$ cat src/rtl/ring_noc_pkg.sv
// Shared types and width constants for the ring output arbiter and its slot selectors.
package ring_noc_pkg;

  localparam int unsigned NUM_SLOTS_DEFAULT    = 4;
  localparam int unsigned TS_W_DEFAULT         = 16;
  localparam int unsigned STARVE_LIMIT_DEFAULT = 8;
  localparam int unsigned EVENT_W              = 32;

  typedef enum logic [0:0] {
    RING_PRIO   = 1'b0,
    LOCAL_FORCE = 1'b1
  } arb_state_e;

endpackage

$ cat src/rtl/oldest_slot_select.sv
// Picks the valid slot with the largest modular age; ties resolve to the lowest index.
module oldest_slot_select
  import ring_noc_pkg::*;
#(
  parameter int unsigned NUM_SLOTS = NUM_SLOTS_DEFAULT,
  parameter int unsigned TS_W      = TS_W_DEFAULT
) (
  input  logic [TS_W-1:0]           clk_counter,
  input  logic [NUM_SLOTS-1:0]      req,
  input  logic [NUM_SLOTS*TS_W-1:0] ts,
  output logic                      found,
  output logic [NUM_SLOTS-1:0]      onehot
);

  logic [TS_W-1:0] age;
  logic [TS_W-1:0] best_age;

  always_comb begin
    found    = 1'b0;
    onehot   = '0;
    age      = '0;
    best_age = '0;
    for (int i = 0; i < int'(NUM_SLOTS); i++) begin
      // Truncating subtraction keeps ages correct across timestamp wrap.
      age = clk_counter - ts[i*TS_W +: TS_W];
      if (req[i] && (!found || (age > best_age))) begin
        found     = 1'b1;
        best_age  = age;
        onehot    = '0;
        onehot[i] = 1'b1;
      end
    end
  end

endmodule

$ cat src/rtl/ring_output_arbiter.sv
// Ring-vs-local output arbiter: ring traffic has priority, with a forced local grant after
// STARVE_LIMIT consecutive ring grants that starved a waiting local slot.
module ring_output_arbiter
  import ring_noc_pkg::*;
#(
  parameter int unsigned NUM_SLOTS    = NUM_SLOTS_DEFAULT,
  parameter int unsigned TS_W         = TS_W_DEFAULT,
  parameter int unsigned STARVE_LIMIT = STARVE_LIMIT_DEFAULT
) (
  input  logic                      clk,
  input  logic                      rst_n,
  input  logic [TS_W-1:0]           clk_counter,
  input  logic                      backpressure,
  input  logic [NUM_SLOTS-1:0]      ring_req,
  input  logic [NUM_SLOTS*TS_W-1:0] ring_ts,
  input  logic [NUM_SLOTS-1:0]      local_req,
  input  logic [NUM_SLOTS*TS_W-1:0] local_ts,
  output logic                      grant_valid,
  output logic                      grant_local,
  output logic [NUM_SLOTS-1:0]      grant_onehot,
  output logic [EVENT_W-1:0]        starve_events
);

  localparam int unsigned STARVE_W = $clog2(STARVE_LIMIT + 1);
  localparam logic [STARVE_W-1:0] STARVE_MAX = STARVE_W'(STARVE_LIMIT);

  arb_state_e           state_q, state_d;
  logic [STARVE_W-1:0]  starve_q, starve_d;
  logic [EVENT_W-1:0]   events_q, events_d;
  logic                 gv_q, gv_d;
  logic                 gl_q, gl_d;
  logic [NUM_SLOTS-1:0] goh_q, goh_d;
  logic                 armed_q;

  logic [NUM_SLOTS-1:0] ring_mask, local_mask;
  logic [NUM_SLOTS-1:0] ring_elig, local_elig;
  logic                 ring_any, local_any;
  logic [NUM_SLOTS-1:0] ring_sel, local_sel;

  // The slot granted last cycle is being cleared by its requester on this edge.
  assign ring_mask  = (gv_q && !gl_q) ? goh_q : '0;
  assign local_mask = (gv_q && gl_q) ? goh_q : '0;
  assign ring_elig  = ring_req & ~ring_mask;
  assign local_elig = local_req & ~local_mask;

  oldest_slot_select #(
    .NUM_SLOTS(NUM_SLOTS),
    .TS_W     (TS_W)
  ) u_ring_sel (
    .clk_counter(clk_counter),
    .req        (ring_elig),
    .ts         (ring_ts),
    .found      (ring_any),
    .onehot     (ring_sel)
  );

  oldest_slot_select #(
    .NUM_SLOTS(NUM_SLOTS),
    .TS_W     (TS_W)
  ) u_local_sel (
    .clk_counter(clk_counter),
    .req        (local_elig),
    .ts         (local_ts),
    .found      (local_any),
    .onehot     (local_sel)
  );

  always_comb begin
    state_d  = state_q;
    starve_d = starve_q;
    events_d = events_q;
    gv_d     = 1'b0;
    gl_d     = 1'b0;
    goh_d    = '0;
    // armed_q holds off the first grant for one cycle after reset release.
    if (armed_q && !backpressure) begin
      unique case (state_q)
        RING_PRIO: begin
          if (ring_any) begin
            gv_d  = 1'b1;
            goh_d = ring_sel;
            if (local_any) begin
              starve_d = (starve_q == STARVE_MAX) ? starve_q : starve_q + 1'b1;
            end else begin
              starve_d = '0;
            end
          end else if (local_any) begin
            gv_d     = 1'b1;
            gl_d     = 1'b1;
            goh_d    = local_sel;
            starve_d = '0;
          end else begin
            starve_d = '0;
          end
          if (starve_d == STARVE_MAX) begin
            state_d = LOCAL_FORCE;
          end
        end
        LOCAL_FORCE: begin
          state_d  = RING_PRIO;
          starve_d = '0;
          if (local_any) begin
            gv_d     = 1'b1;
            gl_d     = 1'b1;
            goh_d    = local_sel;
            events_d = events_q + 1'b1;
          end
        end
        default: state_d = RING_PRIO;
      endcase
    end
  end

  always_ff @(posedge clk or negedge rst_n) begin
    if (!rst_n) begin
      state_q  <= RING_PRIO;
      starve_q <= '0;
      events_q <= '0;
      gv_q     <= 1'b0;
      gl_q     <= 1'b0;
      goh_q    <= '0;
      armed_q  <= 1'b0;
    end else begin
      state_q  <= state_d;
      starve_q <= starve_d;
      events_q <= events_d;
      gv_q     <= gv_d;
      gl_q     <= gl_d;
      goh_q    <= goh_d;
      armed_q  <= 1'b1;
    end
  end

  assign grant_valid   = gv_q;
  assign grant_local   = gl_q;
  assign grant_onehot  = goh_q;
  assign starve_events = events_q;

endmodule
$ cat config.mk
export PLATFORM = sky130hd
export DESIGN_NAME = ring_output_arbiter
export DESIGN_NICKNAME = d
export VERILOG_FILES = /design/src/rtl/ring_noc_pkg.sv /design/src/rtl/oldest_slot_select.sv /design/src/rtl/ring_output_arbiter.sv
export SDC_FILE = /design/constraint.sdc
export NUM_CORES = 1
export LEC_CHECK = 0
export CAP_MARGIN = 25
export CORE_ASPECT_RATIO = 1.5
export CORE_UTILIZATION = 50
export CTS_CLUSTER_SIZE = 8
export DETAILED_ROUTE_END_ITERATION = 6
export PLACE_DENSITY = 0.78
export RECOVER_POWER = 50
export SKIP_LAST_GASP = 1
export SLEW_MARGIN = 20
export SYNTH_ARGS = -nofsm -noshare
export SYNTH_HDL_FRONTEND = slang
export SYNTH_HIERARCHICAL = 1
export SYNTH_SLANG_ARGS = --single-unit
$ cat constraint.sdc
create_clock -name clk -period 5.9 [get_ports clk]
set_input_delay 0.885 -clock clk [delete_from_list [all_inputs] [get_ports clk]]
set_output_delay 0.885 -clock clk [all_outputs]
set_load 0.02 [all_outputs]
Yosys cells after proc, flatten, opt, wreduce, memory -nomap -nowiden

Index checks and enable logic that the tools add are counted.

Register bits: 44
Output and inout port bits: 38

$add $sub $neg: 10
$lt $le $gt $ge: 6
Equal/unequal tests: 2
Multiplexer cells: 43
Bitwise logic cells: 5
Reduce and logical (&&, ||, !) cells: 24

Operators with widths:

| operator              | count |
|---|---|
| $sub 16x16->16        | 8 |
| $gt 16x16->1          | 6 |
| $mux 16               | 6 |
| $mux 4                | 12 |
| $add 32x1->32 const B | 1 |
| $mux 1                | 16 |
| $pmux 4 s2            | 2 |
| $logic_and 1x1->1     | 9 |
| $and 4x4->4           | 2 |
| $eq 4x4->1 const B    | 2 |
| $logic_not 1->1       | 8 |
| $not 4->4             | 2 |
| $logic_or 1x1->1      | 6 |
| $mux 3                | 2 |
| $pmux 1 s2            | 3 |
| $add 4x1->4 const B   | 1 |
| $mux 2                | 2 |
| $reduce_and 3->1      | 1 |
| $not 1->1             | 1 |

Depth between registers and ports, before layout

Gate-level depths: netlist of the first run.

Depth in word-level cells: 24
Gate-level depth with buffers: 42
Depth with buffers taken out: 41

Cells and area by module

The synthesis of the first run kept the hierarchy.

Modules (own cells, without submodules):

| module                            | times used | cells each | area each (sq um) | sequential area each (sq um) |
|---|---|---|---|---|
| oldest_slot_select at u_local_sel | 1          | 623        | 4424.2            | 0.0 |
| oldest_slot_select at u_ring_sel  | 1          | 614        | 4410.5            | 0.0 |
| ring_output_arbiter               | 1          | 196        | 2152.1            | 1101.1 |

Worst setup path before layout of the first run

No wires, ideal clock.

Kind: input to register
From: input clk_counter[0]
To: register goh_q[1], in the netlist grant_onehot[1]
Library setup time: 0.078 ns
Arrival: 7.538 ns
Required time: 5.822 ns
Setup slack: -1.716 ns
Stages on the path: 42
Cell sequence: inv_1 -> ha_1 -> fa_1 -> nor2b_4 -> o31ai_2 -> a21oi_2 -> a211o_2 -> a311oi_2 -> mux2i_1 -> inv_1 -> ha_1 -> nand4_1 -> nor2_1 -> nand2_1 -> a21o_1 -> a31oi_1 -> buf_2 -> clkbuf_1 -> [6 not listed] -> nor3_1 -> nor2_1 -> o31ai_1 -> o2111ai_1 -> nand3_2 -> buf_4 -> mux2i_1 -> ha_1 -> a21o_1 -> a21o_1 -> a21oi_1 -> nor2_1 -> a2111oi_0 -> a21oi_1 -> inv_1 -> and3_1 -> nand2_1 -> a21oi_1

Elaborated cells between the ends (all ways): 52
Those cells by class: 8 x add/sub; 6 x order compare; 22 x mux; 16 x reduce/logical

RTL lines:

| what                                                   | RTL line                   | source |
|---|---|---|
| start, declared                                        | ring_output_arbiter.sv:12  | `input logic [TS_W-1:0] clk_counter,` |
| $sub 16x16->16                                         | oldest_slot_select.sv:25   | `age = clk_counter - ts[i*TS_W +: TS_W];` |
| $mux 16                                                | oldest_slot_select.sv:26   | `if (req[i] && (!found \|\| (age > best_age))) begin` |
| $gt 16x16->1                                           | oldest_slot_select.sv:26   |  |
| $logic_or 1x1->1                                       | oldest_slot_select.sv:26   |  |
| $logic_and 1x1->1                                      | oldest_slot_select.sv:26   |  |
| $mux 16 / $mux 1 (equally long branches)               | oldest_slot_select.sv:26   |  |
| $gt 16x16->1 / $logic_not 1->1 (equally long branches) | oldest_slot_select.sv:26   |  |
| $logic_or 1x1->1                                       | oldest_slot_select.sv:26   |  |
| [3 not listed]                                         | --                         |  |
| $logic_or 1x1->1                                       | oldest_slot_select.sv:26   |  |
| $logic_and 1x1->1                                      | oldest_slot_select.sv:26   |  |
| $mux 4 *                                               | oldest_slot_select.sv:26   |  |
| via ring_sel[1]                                        | ring_output_arbiter.sv:38  | `logic [NUM_SLOTS-1:0] ring_sel, local_sel;` |
| $mux 4 *                                               | ring_output_arbiter.sv:79  | `if (ring_any) begin` |
| $pmux 4 s2 *                                           | ring_output_arbiter.sv:77  | `unique case (state_q)` |
| $mux 4 *                                               | ring_output_arbiter.sv:76  | `if (armed_q && !backpressure) begin` |
| via goh_d[1]                                           | ring_output_arbiter.sv:32  | `logic [NUM_SLOTS-1:0] goh_q, goh_d;` |
| end signal, assigned                                   | ring_output_arbiter.sv:129 | `goh_q <= goh_d;` |
| end, declared                                          | ring_output_arbiter.sv:32  |  |

Mark *: on every way through the listed nets, which the timed path passes. The rest lies on a longest branch.
A chain may end at the register's enable or synchronous reset.

Worst setup path after layout of the first run

From: input clk_counter[0]
To: register goh_q[0], in the netlist grant_onehot[0]

Longest elaborated chain between the ends: 18
Elaborated cells between the ends (all ways): 52
Those cells by class: 8 x add/sub; 6 x order compare; 22 x mux; 16 x reduce/logical

RTL lines:

| what                                                   | RTL line |
|---|---|
| $sub 16x16->16                                         | oldest_slot_select.sv:25 |
| $mux 16                                                | oldest_slot_select.sv:26 |
| $gt 16x16->1                                           | oldest_slot_select.sv:26 |
| $logic_or 1x1->1                                       | oldest_slot_select.sv:26 |
| $logic_and 1x1->1                                      | oldest_slot_select.sv:26 |
| $mux 16 / $mux 1 (equally long branches)               | oldest_slot_select.sv:26 |
| $gt 16x16->1 / $logic_not 1->1 (equally long branches) | oldest_slot_select.sv:26 |
| $logic_or 1x1->1                                       | oldest_slot_select.sv:26 |
| [4 not listed]                                         | -- |
| $logic_and 1x1->1                                      | oldest_slot_select.sv:26 |
| $mux 4 *                                               | oldest_slot_select.sv:26 |
| via local_sel[0]                                       | ring_output_arbiter.sv:38 |
| $mux 4 *                                               | ring_output_arbiter.sv:87, ring_output_arbiter.sv:102 |
| $mux 4                                                 | ring_output_arbiter.sv:79 |
| $pmux 4 s2 *                                           | ring_output_arbiter.sv:77 |
| $mux 4 *                                               | ring_output_arbiter.sv:76 |
| via goh_d[0]                                           | ring_output_arbiter.sv:32 |

Marked as above.

==> results of run 1 <==
[timing repair]
item | in CTS | in global routing
buffers inserted | 34 | 28
gates resized for setup | 143 | 142
setup endpoints to repair | 4 | 4
pin swaps | 92 | 105
gates cloned | 0 | 1
[cell usage in the layout (no fill, tap or decap), types with 15 or more instances in the layout]
cell type	synthesis	layout
and3_1	16	15
dfrtp_1	44	44
o21ai_0	52	31
inv_2	0	17
nand2_1	94	90
dlygate4sd2_1	0	15
xnor2_1	95	90
nor3_1	26	19
nor2b_1	25	21
a21o_1	49	49
nor2_1	99	87
buf_4	1	358
nand2b_1	24	23
dlygate4sd3_1	0	16
mux2i_1	22	16
nand3_1	46	44
buf_6	0	23
a21oi_2	5	24
ha_4	0	36
inv_1	189	169
nand4_1	31	31
xor2_1	37	37
ha_1	219	176
clkdlybuf4s50_1	0	146
o21ai_1	6	22
o21a_1	22	22
a21oi_1	114	92
[worst min path at each step]
stage | to | slack (ps) | depth (start not counted)
finish | starve_events[15] | 500 | 1
global route | starve_events[31] | 520 | 1
CTS | starve_events[15] | 500 | 1
detailed placement | starve_events[15] | 490 | 1
global placement | starve_events[31] | 470 | 1
floorplan | starve_q[1] | 500 | 2
[final cells by class]
type / count / area share
repair buffers: 575 / 0.280
clock buffers: 5 / 0.00716
inverters: 189 / 0.0420
flip-flops and latches: 44 / 0.0630
clock inverters: 3 / 0.00143
multi-input cells: 1181 / 0.587
well taps: 272 / 0.0195
[sequential cells by signal, summed over array words and instances, names as in the netlist]
name and flops:
armed_q 1, grant_local 1, grant_onehot 4, grant_valid 1, starve_events 32, starve_q 4, state_q 1
[per-layer routing]
layer	up-vias	routed length [um]	track usage
met5	-	0	0
met4	0	4440	0.283
met3	353	3030	0.0416
met2	772	23000	0.685
met1	6418	15100	0.338
li1	6202	-	-
[power groups by stage]
stage	Clock, mW	Sequential, mW	Combinational, mW
3_3_place_gp	0	0.373	2.20
3_5_place_dp	0	0.375	2.27
4_1_cts	0.308	0.370	2.46
2_1_floorplan	0	0.379	1.34
5_1_grt	0.315	0.378	3.06
6_report	0.305	0.370	2.85
[metrics by stage]
| stage | area, sq um | worst slack, ps |
|---|---|---|
| after global routing | 17500 | -2590 |
| after global placement | 15700 | -2530 |
| after detailed placement | 15700 | -2710 |
| after floorplan | 11100 | -1260 |
| final | 17500 | -2390 |
| after CTS | 16600 | -1830 |
[logic make-up after synthesis]
logic type	count (synthesis)
AOI/OAI and AO/OA	370
xor gates and xnor gates	132
adders and majority gates	227
buffers and inverters	208
DFF	44
muxes	34
other	1
and+or+nand+nor	417
==> impl_metrics.py, run 1 <==
metrics = {
    "status": {
        "status": "finished with violations",
        "violations": "DRC, capacitance limit, slew limit, setup timing",
    },
    "setup_path": {
        "critPathRequiredTime_ps": 6130,
        "reg2regPathDepth": 35,
        "crit_family": "compound AO/OA/AOI/OAI gates",
        "worstSetupPathType": "in2reg",
        "worst-path-buf-inv": 10,
        "r2r_start": "grant_valid",
        "slowest_delay_ps": 400,
        "critPathArrivalTime_ps": 8520,
        "r2r-end": "grant_onehot[0]",
        "cp_common_cell": "a21oi_2",
        "end_kind": "flop",
        "crit_path_max_fanout": 7,
        "startpoint_type": "input pin",
        "startpoint": "clk_counter[0]",
        "path_depth": 42,
        "rrSetupSlack_ps": -950,
        "crit_path_top_delay_cell": "fa_2",
        "crit_path_end": "grant_onehot[0]",
    },
    "worst_hold_path": {
        "hold_class": "reg2reg",
        "min_from": "starve_events[15]",
    },
    "yosys": {
        "synth-seq-area-share": 0.100,
        "synth_cells": 1433,
        "synth-compound-area-share": 0.225,
        "syn-cell-area_sq_um": 11000,
        "synth_top_family_by_area": "adder cells",
        "synthMuxAreaShare": 0.0327,
        "synth_top_cell_area_share": 0.249,
        "synth_area_per_cell_sq_um": 7.67,
        "yosysWarnings": 6,
        "yosysMostFrequentCell": "ha_1",
        "synth-simple-area-share": 0.199,
        "synth-edff-count": 0,
        "synth-async-reset-ratio": 1.00,
        "synth.area.top_cells": "ha_1 25%, dfrtp_1 10%, xnor2_1 7.6%",
        "yosys-top-cells-count": "219 x ha_1, 189 x inv_1, 114 x a21oi_1",
        "synth_ff_type": "dfrtp_1",
        "synth_xor_area_frac": 0.105,
        "synthAdderAreaFrac": 0.264,
        "ys_ff_latch": 44,
        "synth_largest_area_cell": "ha_1",
        "ys_types": 83,
        "syn-num-nets": 1815,
    },
    "clock_network": {
        "clockBufferDepth": 2,
        "clock_latency_ps": 300,
        "cts_made_buffers": 5,
        "cts.sinks": 44,
        "h-tree-depth": 2,
        "postCtsHoldBufs": 0,
        "root_buffer": "clkbuf_16",
        "path_clk_slew_ps": 80,
        "cts_tree": "yes",
    },
    "sta": {
        "grt_setup_unrepaired": "yes",
        "fmax_mhz": 121,
        "fin_crit_sh": 1.41,
        "worstMarginPinSlew_ps": 2440,
        "finalClockSkew_ps": 15.1,
        "whs_ps": 496,
        "fin_setup_tns_ps": -9410,
        "fin_crit_ps": 8290,
        "finalHoldViolations": 0,
        "finalMaxSlewViolations": 45,
        "fin_ws_ps": -2390,
        "setup_viol": 4,
        "slew_headroom": -0.625,
    },
    "cells_and_area": {
        "multi_input_area_sq_um": 10200,
        "final_nets": 2378,
        "final_layout_size_suffix_gt1_frac": 0.311,
        "fill_cells": 1315,
        "finish.utilization": 0.808,
        "n_antenna_cell": 0,
        "ff_latch_area_sq_um": 1100,
        "syn_to_final_growth_pct": 59.0,
        "instances_no_fill": 2269,
    },
    "die": {
        "top_level_ports": 193,
        "die-area_sq_um": 22600,
        "coreArea_sq_um": 21600,
        "fp.dieW_um": 123,
        "row_count": 66,
        "initial_core_util": 0.508,
        "die_h_um": 184,
    },
    "global_route": {
        "grt_use_total": 0.359,
        "grt_pass1_wl_um": 63800,
        "grt-ovfl-total": 0,
        "antenna_found_initial": 0,
        "grt_start_max_net_pins": 45,
        "grt_pass1_vias": 14000,
    },
    "place": {
        "port_buffers": 192,
        "dp_cells": 2202,
        "gp_congestion": 0.982,
        "hpwl_um": 32800,
    },
    "route": {
        "post-route-drc-count": 4,
        "drtPass1Iterations": 7,
        "wl_per_cell_um": 20.1,
        "drtIter0Drc": 913,
        "routed_wl_um": 45600,
        "ant_nets": 0,
        "vias": 13700,
        "viasPerCell": 6.06,
    },
    "pwr": {
        "p_leak_nw": 8.62,
        "power.internal_mw": 1.89,
        "powerDensity_nw_per_um2": 202,
        "p_sw_mw": 1.63,
        "clkPwrFrac": 0.087,
        "sequentialPowerShare": 0.105,
        "vdd_drop_max_mv": 0.243,
        "design_power_total_mw": 3.52,
        "combPwrFrac": 0.808,
        "p_sw_frac": 0.463,
    },
    "job": {
        "drv_cap": 1,
    },
}
Note: power is estimated with default switching activity, not from simulation.
==> inputs of run 2 (changes only) <==
--- a/config.mk
+++ b/config.mk
@@ -10,7 +10,7 @@
 export CORE_UTILIZATION = 50
 export CTS_CLUSTER_SIZE = 8
 export DETAILED_ROUTE_END_ITERATION = 6
-export PLACE_DENSITY = 0.78
+export PLACE_DENSITY = 0.79
 export RECOVER_POWER = 50
 export SKIP_LAST_GASP = 1
 export SLEW_MARGIN = 20
==> impl_metrics.py, run 2 (synthesis results as in run 1) <==
metrics = {
    "sta": {
        "finalClockSkew_ps": 4.01,
        "finalMaxSlewViolations": 45,
        "finalHoldViolations": 0,
        "worstMarginPinSlew_ps": 2500,
        "fin_setup_tns_ps": -8590,
        "fin_crit_ps": 8120,
        "fin_ws_ps": -2220,
        "setup_viol": 4,
        "grt_setup_unrepaired": "yes",
        "fin_crit_sh": 1.38,
        "slew_headroom": -0.669,
        "fmax_mhz": 123,
    },
    "worst_hold_path": {
        "hold_class": "reg2reg",
        "min_from": "starve_events[31]",
        "whs_path_depth": 1,
        "min_to": "starve_events[31]",
    },
    "die": {
        "fp.dieW_um": 123,
        "die_h_um": 184,
        "coreArea_sq_um": 21600,
        "initial_core_util": 0.508,
        "row_count": 66,
        "die-area_sq_um": 22600,
        "top_level_ports": 193,
    },
    "pwr": {
        "design_power_total_mw": 3.50,
        "p_leak_nw": 8.63,
        "vdd_drop_max_mv": 0.246,
        "powerDensity_nw_per_um2": 201,
    },
    "clock_network": {
        "cts_made_buffers": 5,
        "root_buffer": "clkbuf_16",
        "h-tree-depth": 2,
        "cts_tree": "yes",
        "clockBufferDepth": 2,
        "cts.sinks": 44,
        "postCtsHoldBufs": 0,
        "path_clk_slew_ps": 70,
        "clock_latency_ps": 290,
    },
    "cells_and_area": {
        "fin_area_sq_um": 17400,
        "n_antenna_cell": 0,
        "layout_common_cells": "355 x buf_4, 177 x ha_1, 171 x inv_1",
        "largest_register_ffs": 32,
        "final_common_cell": "buf_4",
        "syn_to_final_growth_pct": 58.0,
        "fill_cells": 1362,
        "final_layout_size_suffix_gt1_frac": 0.301,
        "final_nets": 2375,
        "instances_no_fill": 2266,
    },
    "place": {
        "place_area_sq_um": 15700,
        "gp_congestion": 0.917,
        "port_buffers": 192,
        "place_ws_ps": -3040,
        "dp_cells": 2202,
        "hpwl_um": 32700,
    },
    "global_route": {
        "grt_use_total": 0.362,
        "grt_start_max_net_pins": 45,
        "gr-usage-met3": 0.0332,
        "grt_pass1_wl_um": 63800,
        "antenna_found_initial": 0,
        "grt.busiest_layer": "met2",
        "grtUsageMet2": 0.694,
        "grt_pass1_vias": 13700,
        "grt_use_met1": 0.349,
        "grt-ovfl-total": 0,
    },
    "route": {
        "viasPerCell": 5.90,
        "post-route-drc-count": 0,
        "vias": 13400,
        "wl_per_cell_um": 19.3,
        "drtPass1Iterations": 7,
        "drtIter0Drc": 765,
        "routed_wl_um": 43800,
        "ant_nets": 0,
    },
    "status": {
        "status": "finished with violations",
        "violations": "capacitance limit, slew limit, setup timing",
    },
    "setup_path": {
        "crit_path_max_fanout": 7,
        "reg2regPathDepth": 35,
        "r2r_start": "grant_valid",
        "worstSetupPathType": "in2reg",
        "rrSetupSlack_ps": -900,
        "critPathRequiredTime_ps": 6110,
        "crit_path_top_delay_cell": "ha_1",
        "cp_common_cell": "a21oi_2",
        "end_kind": "flop",
        "startpoint_type": "input pin",
        "r2r-end": "grant_onehot[0]",
        "critPathArrivalTime_ps": 8330,
        "slowest_delay_ps": 340,
    },
    "job": {
        "drv_cap": 1,
    },
}
[run 2: cell types whose count changed in the layout (fill, tap and decap cells not counted), moves of 4 or more]
cell	previous run	this run
a21oi_1	92	96
o21ai_1	22	16
xnor2_1	90	95
xnor2_2	5	0
[run 2: cell type report]
cell class / instances / area (sq um) / share of cell area
inverters: 189 / 731 / 0.0421
multi-input cells: 1181 / 10100 / 0.584
flip-flops and latches: 44 / 1100 / 0.0634
clock inverters: 3 / 46.3 / 0.00267
clock buffers: 5 / 125 / 0.00721
repair buffers: 572 / 4880 / 0.281
well taps: 272 / 340 / 0.0196
[run 2: power breakdown]
part	internal (mW)	total, mW	switching [mW]
Combinational	1.40	2.79	1.40
Sequential	0.328	0.370	0.0418
Clock	0.202	0.334	0.132
Total	1.93	3.50	1.57
[run 2: critical path, delay by kind of cell]
kind	cells	cell delay, ps
compound gates	17	3270
fa+ha+maj	5	1340
simple gates	9	1320
buf+inv	8	990
mux	1	310
xor+xnor	1	210
[run 2: worst max-delay path by stage]
stage                    from         endpoint  cells after the start
2_1_floorplan  clk_counter[0]  grant_onehot[0]                     40
3_3_place_gp   clk_counter[1]  grant_onehot[2]                     39
3_5_place_dp   clk_counter[1]  grant_onehot[0]                     41
4_1_cts        clk_counter[0]  grant_onehot[0]                     39
5_1_grt        clk_counter[0]  grant_onehot[0]                     41
6_report       clk_counter[0]  grant_onehot[0]                     41
[run 2: routing by layer]
layer  vias to the layer above  wire, um
li1                       6184         -
met1                      6295     15300
met2                       638     22400
met3                       258      2250
met4                         0      3870
met5                         -         0
[run 2: per-stage QoR]
stage | utilization | hold WS, ps
after floorplan | - | 497
after global placement | 0.726 | 460
after detailed placement | 0.726 | 464
after CTS | 0.777 | 475
after global routing | 0.802 | 515
final | 0.802 | 462
[run 2: what timing repair did]
action                     CTS  global route
gates cloned                 2             0
pin swaps                   90            80
setup endpoints to repair    4             4
setup buffers               38            24
gates resized for setup    179            90
==> edit, RTL diff (settings of run 2) <==
The package constant `STARVE_LIMIT_DEFAULT` goes from 8 to 4.
--- a/src/rtl/ring_noc_pkg.sv
+++ b/src/rtl/ring_noc_pkg.sv
@@ -4,5 +4,5 @@
   localparam int unsigned NUM_SLOTS_DEFAULT    = 4;
   localparam int unsigned TS_W_DEFAULT         = 16;
-  localparam int unsigned STARVE_LIMIT_DEFAULT = 8;
+  localparam int unsigned STARVE_LIMIT_DEFAULT = 4;
   localparam int unsigned EVENT_W              = 32;
 
Function: changed (a bounded check fails within 10 cycles, from zero or initial values and one cycle with rst_n low).
==> edit against run 2 <==
The flow now stops in 5_1_grt; area after synthesis rose by 3.9%.
==> edit: results (changes against run 2) <==
* Outcome: stopped before the end
* Failed at: 5_1_grt
* Stop Error: [ERROR GRT-0232] Routing congestion too high. Check the congestion heatmap in the GUI.
* CTS sink count at 43 (-2.3%)
* Register area share after synthesis at 9.42% (-0.60 points)
* Pre-CTS setup slack at -3.01 ns (+0.0357 ns)
* Synth top area cells: ha_1, dfrtp_1, inv_1
* Synthesized net count at 1865 (+2.8%)
* Top cells by count, synth: ha_1, inv_1, a21oi_1
* H-tree Lvls at 2 (unchanged)
* Synth async-reset ratio at 100% (unchanged)
* HPWL after DPL at 34000 µm (+4.1%)
* Gr ovfl total at 7
* Worst ep type: register data pin
* Root Buffer: clkbuf_16
* DP Area at 16400 µm² (+4.7%)
* CTS buffer count at 5 (unchanged)
* Crit. endpoint post-GRT repair: grant_onehot[3]$_DFF_PN0_/D
* Yosys warns at 6 (unchanged)
* Routability cong. at 0.960 (+4.7%)
* Main synth FF type: dfrtp_1
* Clock Tree Buf Depth at 2 (unchanged)
* Netlist cell types at 100 (+20%)
* PortBufs at 192 (unchanged)
* Gr usage total at 63.0%
edit: per-layer routing:
metal | GRT overflow | track usage, %
met1 | 0 | 59.3
met2 | 3 | 85.8
met3 | 0 | 43.7
met4 | 4 | 67.3
met5 | 0 | 7.98
edit: cells by family after synthesis:
| family | count (synthesis) | share of synthesized area (%) |
|---|---|---|
| buffers and inverters | 219 | 7.61 |
| flip-flops | 43 | 9.42 |
| other | 1 | 0.0328 |
| multiplexers | 40 | 3.78 |
| AO/OA/AOI/OAI | 397 | 23.9 |
| XOR/XNOR | 126 | 9.73 |
| adder cells (fa/ha/maj) | 227 | 25.4 |
| AND/OR/NAND/NOR | 430 | 20.1 |
edit: what timing repair did:
item | in CTS
pin swaps | 94
hold buffers | 0
buffers inserted | 79
gates resized for setup | 242
gates cloned | 4
endpoints found under the setup margin | 4
edit: stage by stage:
stage / hold slack (ns) / std cells
floorplan: 0.519 / 1483
global placement: 0.458 / 2293
detailed placement: 0.466 / 2293
CTS: 0.473 / 2380
